--- src/rtl/uart_pkg.sv ---
// Shared UART definitions: parity encoding, transmitter states, data length decode.
package uart_pkg;

   localparam logic UART_IDLE_LVL = 1'b1;

   // 2'b11 is not listed and behaves as NONE
   typedef enum logic [1:0] {
      NONE = 2'b00,
      EVEN = 2'b01,
      ODD  = 2'b10
   } parity_t;

   typedef enum logic [2:0] {
      IDLE,
      START,
      DATA,
      PARITY,
      STOP
   } tx_state_t;

   // data_bits 00..11 -> 5..8 data bits per frame
   function automatic logic [3:0] data_len(input logic [1:0] data_bits);
      return 4'd5 + {2'b00, data_bits};
   endfunction

endpackage

--- src/rtl/uart_baud_cnt.sv ---
// Loadable bit-period down-counter; bit_end_o marks the last clock of a bit.
module uart_baud_cnt #(
   parameter int DIV_W = 16
) (
   input  logic             clk_i,
   input  logic             rst_i,
   input  logic             load_i,
   input  logic [DIV_W-1:0] load_val_i,
   output logic             bit_end_o
);

   logic [DIV_W-1:0] cnt_q;
   logic [DIV_W-1:0] cnt_d;

   // reload at every bit start, otherwise count down and rest at zero
   always_comb begin
      cnt_d = cnt_q;
      if (load_i) begin
         cnt_d = load_val_i;
      end else if (cnt_q != '0) begin
         cnt_d = cnt_q - 1'b1;
      end
   end

   // counter register
   always_ff @(posedge clk_i or posedge rst_i) begin
      if (rst_i) begin
         cnt_q <= '0;
      end else begin
         cnt_q <= cnt_d;
      end
   end

   assign bit_end_o = (cnt_q == '0);

endmodule

--- src/rtl/uart_tx.sv ---
// UART transmitter: byte handshake in, start/data/parity/stop frame out on tx_o.
//
// state  | meaning
// IDLE   | line at idle level, waiting for an accepted byte
// START  | driving the start bit (0)
// DATA   | shifting out len data bits, LSB first
// PARITY | driving the precomputed parity bit
// STOP   | driving 1 or 2 stop bits; last clock may accept the next byte
module uart_tx
   import uart_pkg::*;
#(
   parameter int DIV_W  = 16,
   parameter int DATA_W = 8
) (
   input  logic             clk_i,
   input  logic             rst_i,
   input  logic             tx_en_i,
   input  logic [DIV_W-1:0] baud_div_i,
   input  logic [1:0]       data_bits_i,
   input  logic [1:0]       parity_i,
   input  logic             stop2_i,
   input  logic [DATA_W-1:0] s_data_i,
   input  logic             s_valid_i,
   output logic             s_ready_o,
   output logic             tx_o,
   output logic             busy_o,
   output logic             tx_done_o
);

   if (DATA_W != 8) begin : g_data_w_chk
      $error("uart_tx: DATA_W must be 8");
   end

   tx_state_t        state_q, state_d;
   logic [DIV_W-1:0] div_q, div_d;
   logic [3:0]       len_q, len_d;
   logic             par_en_q, par_en_d;
   logic             par_bit_q, par_bit_d;
   logic             stop2_q, stop2_d;
   logic [7:0]       shift_q, shift_d;
   logic [2:0]       bit_cnt_q, bit_cnt_d;
   logic             stop_cnt_q, stop_cnt_d;
   logic             tx_q, tx_d;

   logic             bit_end;
   logic             load;
   logic [DIV_W-1:0] load_val;
   logic             last_stop;
   logic             accept;
   logic [3:0]       len_in;
   logic [7:0]       data_mask;
   logic [7:0]       data_in;
   logic             par_in;
   parity_t          par_sel;

   uart_baud_cnt #(
      .DIV_W(DIV_W)
   ) u_baud_cnt (
      .clk_i      (clk_i),
      .rst_i      (rst_i),
      .load_i     (load),
      .load_val_i (load_val),
      .bit_end_o  (bit_end)
   );

   assign last_stop = (state_q == STOP) && bit_end && (stop_cnt_q == stop2_q);
   assign s_ready_o = !rst_i && tx_en_i && ((state_q == IDLE) || last_stop);
   assign accept    = s_valid_i && s_ready_o;
   assign busy_o    = (state_q != IDLE);
   assign tx_done_o = last_stop;
   assign tx_o      = tx_q;

   // frame format captured at accept; parity is settled up front so PARITY just replays it
   always_comb begin
      par_sel   = parity_t'(parity_i);
      len_in    = data_len(data_bits_i);
      data_mask = 8'hFF >> (4'd8 - len_in);
      data_in   = s_data_i & data_mask;
      par_in    = ^data_in;
   end

   // next-state, shifter and line level
   always_comb begin
      state_d    = state_q;
      div_d      = div_q;
      len_d      = len_q;
      par_en_d   = par_en_q;
      par_bit_d  = par_bit_q;
      stop2_d    = stop2_q;
      shift_d    = shift_q;
      bit_cnt_d  = bit_cnt_q;
      stop_cnt_d = stop_cnt_q;
      tx_d       = tx_q;
      load       = 1'b0;
      load_val   = div_q;

      if (accept) begin
         state_d    = START;
         div_d      = baud_div_i;
         len_d      = len_in;
         par_en_d   = (par_sel == EVEN) || (par_sel == ODD);
         par_bit_d  = (par_sel == ODD) ? ~par_in : par_in;
         stop2_d    = stop2_i;
         shift_d    = data_in;
         bit_cnt_d  = '0;
         stop_cnt_d = 1'b0;
         tx_d       = 1'b0;
         load       = 1'b1;
         load_val   = baud_div_i;
      end else begin
         case (state_q)
            IDLE: begin
               tx_d = UART_IDLE_LVL;
            end
            START: begin
               if (bit_end) begin
                  state_d   = DATA;
                  tx_d      = shift_q[0];
                  shift_d   = shift_q >> 1;
                  bit_cnt_d = '0;
                  load      = 1'b1;
               end
            end
            DATA: begin
               if (bit_end) begin
                  load = 1'b1;
                  if (bit_cnt_q == 3'(len_q - 4'd1)) begin
                     if (par_en_q) begin
                        state_d = PARITY;
                        tx_d    = par_bit_q;
                     end else begin
                        state_d    = STOP;
                        tx_d       = UART_IDLE_LVL;
                        stop_cnt_d = 1'b0;
                     end
                  end else begin
                     bit_cnt_d = bit_cnt_q + 3'd1;
                     tx_d      = shift_q[0];
                     shift_d   = shift_q >> 1;
                  end
               end
            end
            PARITY: begin
               if (bit_end) begin
                  state_d    = STOP;
                  tx_d       = UART_IDLE_LVL;
                  stop_cnt_d = 1'b0;
                  load       = 1'b1;
               end
            end
            STOP: begin
               if (bit_end) begin
                  if (stop_cnt_q == stop2_q) begin
                     state_d = IDLE;
                     tx_d    = UART_IDLE_LVL;
                  end else begin
                     stop_cnt_d = 1'b1;
                     load       = 1'b1;
                  end
               end
            end
            default: begin
               state_d = IDLE;
               tx_d    = UART_IDLE_LVL;
            end
         endcase
      end
   end

   // state and datapath registers; line returns to idle level on reset
   always_ff @(posedge clk_i or posedge rst_i) begin
      if (rst_i) begin
         state_q    <= IDLE;
         div_q      <= '0;
         len_q      <= '0;
         par_en_q   <= 1'b0;
         par_bit_q  <= 1'b0;
         stop2_q    <= 1'b0;
         shift_q    <= '0;
         bit_cnt_q  <= '0;
         stop_cnt_q <= 1'b0;
         tx_q       <= UART_IDLE_LVL;
      end else begin
         state_q    <= state_d;
         div_q      <= div_d;
         len_q      <= len_d;
         par_en_q   <= par_en_d;
         par_bit_q  <= par_bit_d;
         stop2_q    <= stop2_d;
         shift_q    <= shift_d;
         bit_cnt_q  <= bit_cnt_d;
         stop_cnt_q <= stop_cnt_d;
         tx_q       <= tx_d;
      end
   end

endmodule

--- config.mk ---
export PLATFORM = sky130hd
export DESIGN_NAME = uart_tx
export DESIGN_NICKNAME = d
export VERILOG_FILES = /design/src/rtl/uart_pkg.sv /design/src/rtl/uart_baud_cnt.sv /design/src/rtl/uart_tx.sv
export SDC_FILE = /design/constraint.sdc
export NUM_CORES = 1
export LEC_CHECK = 0
export ABC_AREA = 0
export CAP_MARGIN = 40
export CORE_ASPECT_RATIO = 0.9
export CORE_MARGIN = 3
export CORE_UTILIZATION = 34
export DETAILED_ROUTE_END_ITERATION = 6
export PLACE_DENSITY = 0.63
export SYNTH_ARGS = -nofsm -noshare
export SYNTH_HDL_FRONTEND = slang
export SYNTH_SLANG_ARGS = --single-unit
--- constraint.sdc ---
create_clock -name clk_i -period 2.2 [get_ports clk_i]
set_input_delay 0.44 -clock clk_i [delete_from_list [all_inputs] [get_ports clk_i]]
set_output_delay 0.44 -clock clk_i [all_outputs]
set_load 0.005 [all_outputs]
=== Yosys cells after proc, flatten, opt, wreduce, memory -nomap -nowiden ===
Cells that the tools add are included.

* Mux-type cells: 45
* Bitwise gates (word level): 2
* Add/subtract/negate cells: 5
* Equal/unequal tests: 18
* Reductions and logical operators: 21
* Shift-type cells: 1

{| class="wikitable"
|+ Operators with widths
! cell !! number
|-
| $mux 16 || 3
|-
| $mux 3 || 12
|-
| $mux 8 || 4
|-
| $ne 3x3->1 const B || 8
|-
| $mux 1 || 20
|-
| $logic_not 16->1 || 1
|-
| $pmux 8 s2 || 1
|-
| $reduce_bool 16->1 || 1
|-
| $sub 16x1->16 const B || 1
|-
| $pmux 3 s5 || 1
|-
| $reduce_and 7->1 || 2
|-
| $and 8x8->8 || 1
|-
| $reduce_xor 8->1 || 1
|-
| $shr 8x4->8 const A || 1
|-
| $eq 3x2->1 const B || 2
|-
| $pmux 3 s2 || 1
|-
| $reduce_bool 3->1 || 2
|-
| $logic_and 1x1->1 || 5
|-
| $reduce_and 5->1 || 1
|-
| $add 3x2->4 const A || 1
|-
| $pmux 1 s4 || 1
|-
| $reduce_and 4->1 || 1
|-
| $reduce_bool 4->1 || 1
|-
| $sub 4x4->4 const A || 1
|-
| 18 further kinds || 19
|}

* Input port bits: 33
* Register bits after elaboration: 54
* Output and inout port bits: 4

=== Logic depth before layout (Yosys ltp) ===
Gate-level depths: netlist of run 1.

* Depth after elaboration: 8
* Mapped depth: 10
* Depth with buffers taken out: 7

=== Modules after synthesis ===
A second synthesis of run 1 with hierarchy kept.

* Cells, all modules: 332
* Area total of the unflattened synthesis: 3,007.9 µm²

{| class="wikitable"
|+ Modules (own cells, without submodules)
! module !! area an instance (µm²) !! instances !! cells an instance
|-
| uart_tx || 2,014.4 || 1 || 230
|-
| uart_baud_cnt || 993.5 || 1 || 102
|}

=== Least setup slack after synthesis of run 1 ===
Ideal clock, no wire load.

* Path kind: in2out
* Start point: input rst_i
* End point: output s_ready_o
* Path slack: -188 ps
* Arrival time: 1,948 ps
* Stages: 2
* Data required time: 1,760 ps
* Buffers on the path: 0
* Cell sequence: inv_1 > and4_1

* Longest elaborated chain between the ends: 3

{| class="wikitable"
|+ RTL lines
! element !! RTL line !! text
|-
| start: declaration || uart_tx.sv:16 || <nowiki>input logic rst_i,</nowiki>
|-
| $logic_not 1->1 (no line) || -- ||
|-
| $logic_and 1x1->1 (2 in a row) || uart_tx.sv:67 || <nowiki>assign s_ready_o = !rst_i && tx_en_i && ((state_q == IDLE) || last_stop);</nowiki>
|-
| end: declaration || uart_tx.sv:24 || <nowiki>output logic s_ready_o,</nowiki>
|}

Every way passes these cells.

=== Worst setup path after layout of run 1 ===
* Start point: register u_baud_cnt.cnt_q[0]
* End point: output s_ready_o

* Longest elaborated chain between the ends: 5

{| class="wikitable"
|+ RTL lines
! element !! RTL line !! text
|-
| start: declaration || uart_baud_cnt.sv:12 || <nowiki>logic [DIV_W-1:0] cnt_q;</nowiki>
|-
| start signal: assignment || uart_baud_cnt.sv:30 || <nowiki>cnt_q <= cnt_d;</nowiki>
|-
| $logic_not 16->1 || uart_baud_cnt.sv:34 || <nowiki>assign bit_end_o = (cnt_q == '0);</nowiki>
|-
| $logic_and 1x1->1 (2 in a row) || uart_tx.sv:66 || <nowiki>assign last_stop = (state_q == STOP) && bit_end && (stop_cnt_q == stop2_q);</nowiki>
|-
| $logic_or 1x1->1 || uart_tx.sv:67 ||
|-
| $logic_and 1x1->1 || uart_tx.sv:67 ||
|}

Every way passes these cells.

==> impl_metrics.py, run 1 <==
metrics = {
    "critical_path": {
        "arrival_ns": 1.78,
        "cp.depth": 8,
        "critical_path_required_ns": 1.76,
        "cp_top_family": "simple AND/OR/NAND/NOR gates",
        "crit_path_max_fanout": 3,
        "cp-start-kind": "flip-flop",
        "rr_startpoint": "u_baud_cnt.cnt_q[2]",
        "crit_chain": "inv_2 -> ha_4 -> nor4b_4 -> and4_4 -> nand2_4 -> nand2_2 -> and4_1 -> buf_2",
        "path_class": "flip-flop to primary output",
        "reg2reg_to": "shift_q[4]",
        "r2r_cells": 8,
        "reg2reg_slack_ns": 0.10,
        "crit_buf_inv": 2,
        "slowest_delay_ns": 0.40,
        "crit_path_top_delay_cell": "dfrtp_1",
        "worstSetupEndpointType": "primary output",
    },
    "synthesis": {
        "async_flop_share": 1.00,
        "synthMostInstantiatedCell": "nand2_1",
        "ys_ff_latch": 54,
        "synth-seq-area-share": 0.439,
        "yosysWarnings": 0,
        "syn_avg_cell_area_sq_um": 9.20,
        "syn_nets": 376,
        "syn_inst": 335,
        "synth-simple-area-share": 0.226,
        "synth_commonest_cells": "nand2_1 (70), dfrtp_1 (53), nor2_1 (24), a21oi_1 (20), o21ai_0 (17)",
        "synth-main-ff-cell": "dfrtp_1",
        "synth_edf_count": 0,
        "synth_top_area_frac": 0.430,
        "synth_adder_area_share": 0.0325,
        "synth.distinct_cells": 57,
        "synth_area_sq_um": 3080,
        "synth_top_family_by_area": "simple AND/OR/NAND/NOR gates",
        "synthXorXnorAreaFrac": 0.0670,
        "synth-compound-area-share": 0.187,
        "synth_largest_area_cell": "dfrtp_1",
        "synthMuxAreaShare": 0.0101,
        "synthTopCellsByArea": "dfrtp_1 (43%), nand2_1 (8.5%), xnor2_1 (3.4%), a21oi_1 (3.2%), ha_1 (3.2%)",
    },
    "routing": {
        "ant_nets": 0,
        "wl_um": 7580,
        "wl_met3_um": 307,
        "drtPass1Iterations": 4,
        "met1Wirelength_um": 3830,
        "routed_via_density": 5.05,
        "drc": 0,
        "wl_met2_um": 3370,
        "top_layer": "met4",
        "wire_per_inst_um": 13.9,
        "first_iter_violations": 142,
        "num_vias": 2756,
    },
    "power_and_ir_drop": {
        "ir_drop_v": 0.000308,
        "finalPower_mw": 3.69,
        "p_leak_nw": 1.97,
        "power_density_nw_per_um2": 889,
    },
    "sta": {
        "period_minus_slack_ns": 2.22,
        "slew_viol_final": 0,
        "slew_headroom": 0.539,
        "rsz0062_at_grt": "true",
        "max_freq_mhz": 451,
        "hold_violations": 0,
        "fin_skew_ns": 0.00247,
        "layout_setup_ws_ns": -0.0163,
        "tightest_slew_ns": 0.691,
        "setup_viol": 1,
        "fin_crit_sh": 1.01,
    },
    "layout": {
        "fillerInstances": 840,
        "antennaDiodeCount": 0,
        "drive_gt1_frac": 0.227,
        "final_nets": 468,
        "area_growth_pct": 34.7,
    },
    "grt": {
        "antenna_found_initial": 0,
        "grtUsageTotal": 0.150,
        "grt_overflow": 0,
        "grt_pass1_wl_um": 12600,
        "first_global_vias": 2618,
        "grt_max_degree": 55,
    },
    "placed_design": {
        "port-buffer-count": 36,
        "dpl_worst_slack_ns": -0.193,
        "place_hpwl_um": 5470,
        "place.gp.congestion": 0.850,
    },
    "status": {
        "status": "finished with violations",
        "violations": "setup timing",
    },
    "floorplan": {
        "die_x_um": 106,
        "core_sq_um": 8690,
        "fp.dieH_um": 96.3,
        "num_io_pins": 37,
        "fp.dieArea_sq_um": 10200,
        "start_util": 0.355,
        "rows": 32,
    },
    "hold_path": {
        "min_to": "shift_q[0]",
        "hp-start": "shift_q[0]",
        "holdCritPathClass": "flip-flop to flip-flop",
        "hold_depth": 1,
    },
    "run": {
        "drv_cap": 0,
    },
    "clock_tree": {
        "clk_root_buffer_cell": "clkbuf_8",
        "ctsHoldBuffers": 0,
        "clk_latency_ns": 0.30,
        "clk_pin_slew_ns": 0.09,
        "clock_path_buffers": 2,
        "cts-buffers-inserted": 5,
        "clock_sink_count": 54,
        "htreeDepth": 2,
        "cts_tree": "done",
    },
}
-- logic make-up after synthesis --
| group | count (synthesis) |
|---|---|
| adders and majority gates | 8 |
| buffers and inverters | 23 |
| and+or+nand+nor | 142 |
| xor gates and xnor gates | 22 |
| AOI/OAI and AO/OA | 83 |
| muxes | 3 |
| DFF | 54 |
-- worst reg2reg max path: cells and delay by family, from the launching register on --
kind                   cells  cell delay (ns)
AOI/OAI and AO/OA          2             0.34
buffers and inverters      3             0.58
DFF                        1             0.42
and+or+nand+nor            3             0.65
-- layout make-up --
class | instances | area, sq um | area share
Multi-Input combinational cell | 258 | 1690 | 0.406
Sequential cell | 54 | 1350 | 0.326
Timing Repair Buffer | 97 | 840 | 0.202
Tap cell | 119 | 149 | 0.0359
Clock buffer | 5 | 68.8 | 0.0166
Inverter | 11 | 45.0 | 0.0108
Clock inverter | 2 | 10.0 | 0.00241
-- state kept, by name, indices dropped and copies added (netlist names) --
name,flops
shift_q,8
len_q,3
par_bit_q,1
u_baud_cnt.cnt_q,16
state_q,3
par_en_q,1
stop2_q,1
tx_o,1
div_q,16
stop_cnt_q,1
bit_cnt_q,3
-- power by group --
| group | total, mW | switching, mW | internal (mW) |
|---|---|---|---|
| Clock | 0.527 | 0.312 | 0.215 |
| Combinational | 1.65 | 0.788 | 0.859 |
| Sequential | 1.52 | 0.219 | 1.30 |
| Total | 3.69 | 1.32 | 2.37 |
-- per-stage QoR --
step	hold slack, ns	instance area, sq um	setup TNS (ns)	util	std cells
CTS	0.487	4080	-0.0281	0.469	541
finish	0.486	4150	-0.0163	0.478	546
floorplan	0.438	3090	0	-	335
global route	0.511	4150	-0.263	0.478	546
detailed placement	0.465	3920	-0.550	0.451	528
global placement	0.450	3920	-0.771	0.451	528
-- timing repair --
| item | 4_1_cts | 5_1_grt |
|---|---|---|
| setup buffers | 6 | 6 |
| pin swaps | 5 | 8 |
| endpoints found under the setup margin | 2 | 20 |
| resized for setup | 17 | 8 |
-- cell usage in the layout, fill, tap and decap left out, types with 3 or more instances in the layout --
| cell | synthesis | routed |
|---|---|---|
| a31oi_1 | 3 | 3 |
| inv_1 | 11 | 8 |
| nand3b_1 | 4 | 4 |
| buf_4 | 2 | 59 |
| a21o_1 | 7 | 7 |
| a221o_1 | 8 | 8 |
| nand3_1 | 5 | 4 |
| nor2b_1 | 3 | 3 |
| ha_1 | 8 | 6 |
| clkbuf_8 | 0 | 5 |
| nand4_1 | 3 | 3 |
| xor2_1 | 9 | 9 |
| nor3_1 | 6 | 6 |
| clkdlybuf4s50_1 | 0 | 34 |
| and2_1 | 4 | 4 |
| o21ai_0 | 17 | 17 |
| nor2_1 | 24 | 24 |
| a21oi_1 | 20 | 18 |
| or3_1 | 3 | 3 |
| nand2_1 | 70 | 66 |
| dfrtp_1 | 53 | 53 |
| a21oi_2 | 1 | 3 |
| a22o_1 | 6 | 6 |
| xnor2_1 | 12 | 12 |
-- worst max path at each step --
stage	startpoint	to
2_1_floorplan	rst_i	s_ready_o
3_3_place_gp	u_baud_cnt.cnt_q[0]	s_ready_o
3_5_place_dp	u_baud_cnt.cnt_q[1]	s_ready_o
4_1_cts	u_baud_cnt.cnt_q[0]	s_ready_o
5_1_grt	u_baud_cnt.cnt_q[0]	s_ready_o
6_report	u_baud_cnt.cnt_q[0]	s_ready_o
-- layer usage --
metal  GRT usage  up-vias
li1            -     1358
met1       0.223     1323
met2       0.230       69
met3      0.0241        6
met4      0.0334        0
met5           0        -
No activity file was read; power rests on OpenSTA's default activity.
==> inputs of run 2 (changes only) <==
--- a/config.mk
+++ b/config.mk
@@ -6,12 +6,13 @@
 export NUM_CORES = 1
 export LEC_CHECK = 0
 export ABC_AREA = 0
-export CAP_MARGIN = 40
+export CAP_MARGIN = 10
 export CORE_ASPECT_RATIO = 0.9
 export CORE_MARGIN = 3
 export CORE_UTILIZATION = 34
 export DETAILED_ROUTE_END_ITERATION = 6
 export PLACE_DENSITY = 0.63
+export SLEW_MARGIN = 10
 export SYNTH_ARGS = -nofsm -noshare
 export SYNTH_HDL_FRONTEND = slang
 export SYNTH_SLANG_ARGS = --single-unit
==> results of run 2 <==
The final DEF is identical to that of run 1; final timing and power are the same.
